===== src/rtl/sd_init_seq.sv =====
// sd_init_seq: SD card power-up/identification sequencer and CMD17 read issuer.
// Drives the command-line controller (start/cmd/arg/precnt/clkdiv) and reacts
// to its busy/done/timeout/syntaxe/resparg outputs.
// Optional build macro: SD_INIT_RETRY_EN -- when defined, ERROR waits
// RETRY_WAIT clk cycles and then restarts the flow from CMD0; when undefined,
// ERROR is terminal until rstn.
//
// Command handshake: an ISSUE state raises start for one cycle only while
// busy=0, registering cmd/arg/precnt, which then stay unchanged; the matching
// WAIT state ignores all inputs until the done pulse and evaluates
// timeout/syntaxe/resparg in that same cycle.
module sd_init_seq #(
   parameter logic [15:0] SLOWDIV        = 16'd50,
   parameter logic [15:0] FASTDIV        = 16'd1,
   parameter logic [15:0] PRECNT_INIT    = 16'd1000,
   parameter logic [15:0] PRECNT         = 16'd16,
   parameter logic [15:0] MAX_INIT_TRIES = 16'd4000
`ifdef SD_INIT_RETRY_EN
   ,
   parameter logic [23:0] RETRY_WAIT     = 24'd1000000
`endif
) (
   input  logic        clk,
   input  logic        rstn,
   output logic [15:0] clkdiv,
   output logic        start,
   output logic [15:0] precnt,
   output logic [5:0]  cmd,
   output logic [31:0] arg,
   input  logic        busy,
   input  logic        done,
   input  logic        timeout,
   input  logic        syntaxe,
   input  logic [31:0] resparg,
   output logic        init_done,
   output logic        init_err,
   output logic [1:0]  card_type,
   input  logic        rd_req,
   input  logic [31:0] rd_sector,
   output logic        ready,
   output logic        rd_go,
   input  logic        rd_data_done,
   output logic        rd_fail,
   output logic [4:0]  dbg_state
);

   // Each ISSUE state is even and its WAIT state is the next code.
   localparam logic [4:0] S_CMD0_I  = 5'd0;
   localparam logic [4:0] S_CMD0_W  = 5'd1;
   localparam logic [4:0] S_CMD8_I  = 5'd2;
   localparam logic [4:0] S_CMD8_W  = 5'd3;
   localparam logic [4:0] S_CMD55_I = 5'd4;
   localparam logic [4:0] S_CMD55_W = 5'd5;
   localparam logic [4:0] S_A41_I   = 5'd6;
   localparam logic [4:0] S_A41_W   = 5'd7;
   localparam logic [4:0] S_CMD2_I  = 5'd8;
   localparam logic [4:0] S_CMD2_W  = 5'd9;
   localparam logic [4:0] S_CMD3_I  = 5'd10;
   localparam logic [4:0] S_CMD3_W  = 5'd11;
   localparam logic [4:0] S_CMD7_I  = 5'd12;
   localparam logic [4:0] S_CMD7_W  = 5'd13;
   localparam logic [4:0] S_CMD16_I = 5'd14;
   localparam logic [4:0] S_CMD16_W = 5'd15;
   localparam logic [4:0] S_CMD17_I = 5'd16;
   localparam logic [4:0] S_CMD17_W = 5'd17;
   localparam logic [4:0] S_READY   = 5'd18;
   localparam logic [4:0] S_RDWAIT  = 5'd19;
   localparam logic [4:0] S_ERROR   = 5'd20;

   logic [4:0]  state;
   logic [15:0] rca;
   logic        sdv2;
   logic [15:0] try_cnt;
   logic [31:0] sector;
   logic        is_issue;
   logic [5:0]  iss_cmd;
   logic [31:0] iss_arg;
   logic [15:0] iss_pre;
   logic        rsp_err;
   logic        try_last;
   logic        unused_bits;

`ifdef SD_INIT_RETRY_EN
   logic [23:0] wait_cnt;
`endif

   assign rsp_err     = timeout | syntaxe;
   assign try_last    = (try_cnt + 16'd1) == MAX_INIT_TRIES;
   assign ready       = (state == S_READY);
   assign init_err    = (state == S_ERROR);
   assign dbg_state   = state;
   assign unused_bits = ^resparg[15:12];

   // Command index, argument and idle count for the current ISSUE state.
   always_comb begin
      is_issue = 1'b1;
      iss_cmd  = 6'd0;
      iss_arg  = 32'h0;
      iss_pre  = PRECNT;
      case (state)
         S_CMD0_I:  begin iss_cmd = 6'd0;  iss_pre = PRECNT_INIT; end
         S_CMD8_I:  begin iss_cmd = 6'd8;  iss_arg = 32'h0000_01AA; end
         S_CMD55_I: begin iss_cmd = 6'd55; iss_arg = {rca, 16'h0}; end
         S_A41_I:   begin
            iss_cmd = 6'd41;
            iss_arg = sdv2 ? 32'h40FF_8000 : 32'h00FF_8000;
         end
         S_CMD2_I:  iss_cmd = 6'd2;
         S_CMD3_I:  iss_cmd = 6'd3;
         S_CMD7_I:  begin iss_cmd = 6'd7;  iss_arg = {rca, 16'h0}; end
         S_CMD16_I: begin iss_cmd = 6'd16; iss_arg = 32'h0000_0200; end
         S_CMD17_I: begin
            iss_cmd = 6'd17;
            iss_arg = (card_type == 2'd3) ? sector : {sector[22:0], 9'd0};
         end
         default:   is_issue = 1'b0;
      endcase
   end

   // Sequencer state, command registers and card identity.
   always_ff @(posedge clk or negedge rstn) begin
      if (!rstn) begin
         state     <= S_CMD0_I;
         clkdiv    <= SLOWDIV;
         start     <= 1'b0;
         precnt    <= 16'h0;
         cmd       <= 6'h0;
         arg       <= 32'h0;
         init_done <= 1'b0;
         card_type <= 2'd0;
         rd_go     <= 1'b0;
         rd_fail   <= 1'b0;
         rca       <= 16'h0;
         sdv2      <= 1'b0;
         try_cnt   <= 16'h0;
         sector    <= 32'h0;
`ifdef SD_INIT_RETRY_EN
         wait_cnt  <= 24'h0;
`endif
      end else begin
         start   <= 1'b0;
         rd_go   <= 1'b0;
         rd_fail <= 1'b0;
         if (is_issue) begin
            if (!busy) begin
               start  <= 1'b1;
               cmd    <= iss_cmd;
               arg    <= iss_arg;
               precnt <= iss_pre;
               state  <= state + 5'd1;
            end
         end else begin
            case (state)
               S_CMD0_W: if (done) state <= S_CMD8_I;
               S_CMD8_W: if (done) begin
                  if (timeout) begin
                     sdv2  <= 1'b0;
                     state <= S_CMD55_I;
                  end else if (!syntaxe && resparg[11:0] == 12'h1AA) begin
                     sdv2  <= 1'b1;
                     state <= S_CMD55_I;
                  end else begin
                     state <= S_ERROR;
                  end
               end
               S_CMD55_W: if (done) begin
                  if (rsp_err) begin
                     try_cnt <= try_cnt + 16'd1;
                     state   <= try_last ? S_ERROR : S_CMD55_I;
                  end else begin
                     state <= S_A41_I;
                  end
               end
               S_A41_W: if (done) begin
                  try_cnt <= try_cnt + 16'd1;
                  if (!rsp_err && resparg[31]) begin
                     card_type <= sdv2 ? (resparg[30] ? 2'd3 : 2'd2) : 2'd1;
                     state     <= S_CMD2_I;
                  end else begin
                     state <= try_last ? S_ERROR : S_CMD55_I;
                  end
               end
               // R2 is long; a syntaxe flag on it is not meaningful.
               S_CMD2_W: if (done) state <= timeout ? S_ERROR : S_CMD3_I;
               S_CMD3_W: if (done) begin
                  if (rsp_err) state <= S_ERROR;
                  else begin
                     rca   <= resparg[31:16];
                     state <= S_CMD7_I;
                  end
               end
               S_CMD7_W: if (done) begin
                  if (rsp_err) state <= S_ERROR;
                  else begin
                     clkdiv <= FASTDIV;
                     if (card_type != 2'd3) state <= S_CMD16_I;
                     else begin
                        init_done <= 1'b1;
                        state     <= S_READY;
                     end
                  end
               end
               S_CMD16_W: if (done) begin
                  if (rsp_err) state <= S_ERROR;
                  else begin
                     init_done <= 1'b1;
                     state     <= S_READY;
                  end
               end
               S_READY: if (rd_req) begin
                  sector <= rd_sector;
                  state  <= S_CMD17_I;
               end
               S_CMD17_W: if (done) begin
                  if (rsp_err) begin
                     rd_fail <= 1'b1;
                     state   <= S_READY;
                  end else begin
                     rd_go <= 1'b1;
                     state <= S_RDWAIT;
                  end
               end
               // A read request arriving here, even with rd_data_done, is dropped.
               S_RDWAIT: if (rd_data_done) state <= S_READY;
               S_ERROR: begin
                  init_done <= 1'b0;
`ifdef SD_INIT_RETRY_EN
                  if (wait_cnt == RETRY_WAIT - 24'd1) begin
                     wait_cnt  <= 24'h0;
                     clkdiv    <= SLOWDIV;
                     card_type <= 2'd0;
                     rca       <= 16'h0;
                     sdv2      <= 1'b0;
                     try_cnt   <= 16'h0;
                     state     <= S_CMD0_I;
                  end else begin
                     wait_cnt <= wait_cnt + 24'd1;
                  end
`endif
               end
               default: state <= S_ERROR;
            endcase
         end
      end
   end

endmodule


===== config.mk =====
export PLATFORM = sky130hd
export DESIGN_NAME = sd_init_seq
export DESIGN_NICKNAME = d
export VERILOG_FILES = /design/src/rtl/sd_init_seq.sv
export SDC_FILE = /design/constraint.sdc
export NUM_CORES = 1
export LEC_CHECK = 0
export CORE_MARGIN = 2
export CORE_UTILIZATION = 39
export CTS_BUF_LIST = sky130_fd_sc_hd__clkbuf_2 sky130_fd_sc_hd__clkbuf_4 sky130_fd_sc_hd__clkbuf_8
export DETAILED_ROUTE_END_ITERATION = 7
export GPL_TIMING_DRIVEN = 0
export PLACE_DENSITY = 0.62
export RECOVER_POWER = 50
export REMOVE_ABC_BUFFERS = 1
export SLEW_MARGIN = 10
export SYNTH_ARGS = -nofsm -noshare
export SYNTH_HDL_FRONTEND = slang
export SYNTH_SLANG_ARGS = --single-unit

===== constraint.sdc =====
create_clock -name clk -period 2.85 [get_ports clk]
set_input_delay 0.285 -clock clk [delete_from_list [all_inputs] [get_ports clk]]
set_output_delay 0.285 -clock clk [all_outputs]
set_load 0.02 [all_outputs]

==> tab_implementation.tex, run 1 <==
\begin{tabular}{lr}
\hline
Metric & Value \\
\hline
\multicolumn{2}{l}{\textbf{Synth}} \\
Number of synthesized flops with an enable pin & 0 \\
Fraction of the yosys area taken by sequential cells & 47.7\% \\
Ranking of synthesized cells by instance count & dfrtp\_1 (117), nand2\_1 (63), a21oi\_1 (44) \\
Fraction of post-synthesis cell area in the top cell type by area & 47.3\% \\
Dominant cells by area after synthesis & dfrtp\_1 (47\%), mux2\_2 (6.4\%), nand2\_1 (3.8\%) \\
Flip-flop and latch count after synthesis & 118 \\
Count of distinct cell types in the synthesized netlist & 74 \\
Cell with the most instances after synthesis & dfrtp\_1 \\
Async S/R FF share, synth & 100\% \\
Predominant post-synthesis flop cell & dfrtp\_1 \\
Cell type with the largest total area after synthesis & dfrtp\_1 \\
Synth warnings & 0 \\
Area of the mapped netlist & 0.00619 mm² \\
Post-Syn Instances & 584 \\
Mean area per synthesized cell & 10.6 µm² \\
\multicolumn{2}{l}{\textbf{Timing}} \\
Worst slew margin & -0.216\% \\
F\_max & 366 MHz \\
Share of the clock period used by the worst path & 95.9\% \\
Clock tree skew after final layout & 6.76 ps \\
Final hold violation count & 0 \\
Actual slew at the worst max-slew pin & 1500 ps \\
Hold slack final & 440 ps \\
\# setup viols final & 0 \\
Post-layout minimum cycle time & 2730 ps \\
Count of pins over their slew limit & 56 \\
\multicolumn{2}{l}{\textbf{Critical path}} \\
Critical path capture point type & register \\
Critical path class & reg2reg \\
Reg2reg setup slack & 120 ps \\
Endpoint of the most critical register-to-register path & arg[4] \\
WP data required & 3220 ps \\
Critical-path maximum fanout & 26 \\
Reg-to-Reg Start & dbg\_state[3] \\
Data arrival at the endpoint of the critical path & 3110 ps \\
Count of cells along the worst register-to-register path & 4 \\
Worst setup SP type & register \\
\multicolumn{2}{l}{\textbf{Clocking}} \\
\# clock sinks & 118 \\
Insertion delay to the later sink of the worst-skew pair & 440 ps \\
Clock root buffer master & clkbuf\_8 \\
H-Tree Depth & 4 \\
Clock Path Buffers & 2 \\
Clock tree from TritonCTS & yes \\
Clk slew on worst S/H paths & 70 ps \\
Number of buffers created by CTS & 17 \\
\multicolumn{2}{l}{\textbf{Floorplan}} \\
Die extent in x & 130 µm \\
Vertical extent of the die & 130 µm \\
Core Area & 0.0157 mm² \\
Die Area & 0.0169 mm² \\
Starting Density & 39.4\% \\
IO Count & 155 \\
Placement row count & 46 \\
\multicolumn{2}{l}{\textbf{Power}} \\
Total power & 0.00497 W \\
Largest vdd supply drop & 0.000276 V \\
Power per standard cell area & 623 mW/mm² \\
Leakage power summed over all cells & 3.48 nW \\
\multicolumn{2}{l}{\textbf{GRT}} \\
Aggregate global routing overflow & 0 \\
Maximum number of pins on one net before global-route repair & 63 \\
GRT Total Usage & 21.1\% \\
Number of antenna violations at the first check in global routing & 0 \\
First-pass GRT wire length & 27.4 mm \\
Number of global-route vias before repair & 4958 \\
\multicolumn{2}{l}{\textbf{Worst hold path}} \\
Worst hold path endpoint & sector[10] \\
Critical hold path startpoint & rd\_sector[10] \\
Cell count of the worst hold path & 2 \\
HP Class & in2reg \\
\multicolumn{2}{l}{\textbf{Routing}} \\
Average wire length per cell after detail routing & 19.0 µm \\
Total number of vias & 4967 \\
Number of routed nets with antenna violations & 0 \\
Final routed wirelength across all metal layers & 17.6 mm \\
DRT Pass-1 Iters & 4 \\
Initial DRC count & 395 \\
Vias per inst & 5.36 \\
Count of unresolved DRC violations after routing & 0 \\
\multicolumn{2}{l}{\textbf{Run}} \\
MaxCap Viol Count & 1 \\
\multicolumn{2}{l}{\textbf{Place}} \\
Port Buf Inserts & 129 \\
Detailed-placement wirelength estimate & 11.5 mm \\
Final RePlAce weighted congestion & 0.905 \\
\multicolumn{2}{l}{\textbf{Cells and area}} \\
Area of all sequential standard cells & 0.00296 mm² \\
Fraction of the core area covered by cells at the end of the flow & 50.8\% \\
Area of the multi-input gates & 0.00292 mm² \\
ANT cells & 0 \\
Fraction of layout cells with a size suffix above 1 & 15.8\% \\
Final Net Count & 778 \\
P\&R area growth vs syn & 28.8\% \\
Fillcell total & 1451 \\
\multicolumn{2}{l}{\textbf{Outcome}} \\
Run status & finished, violations left \\
Violations in the final reports & capacitance limit, slew limit \\
\hline
\end{tabular}
layout by cell type, fill, tap and decap left out, types with 4 or more instances in the layout:
cell | Yosys | final
and2_1 | 4 | 4
clkbuf_8 | 0 | 20
dlygate4sd3_1 | 0 | 30
ha_1 | 7 | 5
clkinv_2 | 0 | 4
o31ai_1 | 6 | 6
nand2_1 | 63 | 63
nor2_1 | 27 | 26
mux2_4 | 10 | 10
nand4_1 | 4 | 4
inv_1 | 12 | 12
mux2_1 | 6 | 6
clkdlybuf4s50_1 | 0 | 98
a31oi_1 | 6 | 6
conb_1 | 1 | 21
nand3_1 | 18 | 16
a22o_1 | 14 | 14
mux2i_1 | 15 | 15
o22ai_1 | 6 | 6
xnor2_1 | 17 | 17
o21ai_0 | 29 | 29
dfrtp_1 | 117 | 115
a21oi_1 | 44 | 44
nor3_1 | 11 | 11
mux2_2 | 35 | 35
worst max path at each step:
stage | slack (ps) | end | startpoint
after detailed placement | -460 | dbg_state[0] | dbg_state[0]
after global routing | -5 | cmd[1] | dbg_state[0]
after global placement | -3090 | arg[10] | rstn
final | 120 | arg[4] | dbg_state[3]
after floorplan | -60 | sector[10] | dbg_state[0]
after CTS | -10 | dbg_state[0] | dbg_state[0]
where the power goes:
group	internal [W]	total (W)	switching [W]
combinational	0.000587	0.00118	0.000591
sequential	0.00197	0.00220	0.000228
clock	0.000929	0.00159	0.000662
total	0.00349	0.00497	0.00148
layer usage:
layer | GRT usage [%] | share of wire (%) | vias up
met3 | 4.59 | 5.7 | 27
met4 | 7.59 | 1.9 | 0
met5 | 0 | 0 | -
li1 | - | - | 2280
met2 | 32.5 | 47 | 163
met1 | 29.4 | 46 | 2497
sequential cells by signal, summed over array words and instances (netlist names):
name	flops
arg	32
card_type	2
try_cnt	16
rd_fail	1
precnt	2
start	1
clkdiv	2
sdv2	1
sector	32
rd_go	1
init_done	1
cmd	6
rca	16
dbg_state	5
layout make-up:
type                    instances  area share [%]
flip-flops and latches        118            37.1
multi-input cells             416            36.6
repair buffers                133            17.1
clock buffers                  21            3.55
well taps                     216            3.39
clock inverters                 9            1.58
inverters                      13           0.675
logic make-up (layout without fill, tap and decap cells):
logic type,after synthesis,in the layout,synth area share (%)
XOR/XNOR,20,20,2.83
flip-flops,118,118,47.7
other,1,21,0.0606
multiplexers,66,66,12.3
adder cells (fa/ha/maj),7,7,1.41
AND/OR/NAND/NOR,164,166,13.9
AO/OA/AOI/OAI,135,136,14.4
buffers and inverters,73,176,7.34
worst max-delay path, stage by stage (launching register included):
cell     delay, ps
dfrtp_1        670
nor2_1         390
nand3_2        640
nor3_1         740
a22o_1         210
per-stage QoR:
| step | std cells | instance area, µm² | setup WS [ps] | TNS (ps) |
|---|---|---|---|---|
| 2_1_floorplan | 544 | 5870 | -59.1 | -793 |
| 3_3_place_gp | 889 | 7430 | -3090 | -400810 |
| 3_5_place_dp | 891 | 7480 | -456 | -6920 |
| 4_1_cts | 924 | 7950 | -11.2 | -11.2 |
| 5_1_grt | 926 | 7980 | -4.51 | -6.07 |
| 6_report | 926 | 7980 | 116 | 0 |
repair_timing:
item | CTS | global route
pin swaps | 1 | 1
hold endpoints to repair | 56 | 0
setup buffers | 1 | 0
setup endpoints to repair | 40 | 11
hold buffers | 1 | 0
gates resized for setup | 4 | 3
gates cloned | 1 | 2
Note: power is estimated with default switching activity, not from simulation.
==> run 2, diff against run 1 <==
--- a/config.mk
+++ b/config.mk
@@ -17,3 +17,4 @@
 export SYNTH_ARGS = -nofsm -noshare
 export SYNTH_HDL_FRONTEND = slang
 export SYNTH_SLANG_ARGS = --single-unit
+export TNS_END_PERCENT = 50
==> results of run 2 <==
The final DEF is identical to that of run 1; final timing and power are the same.
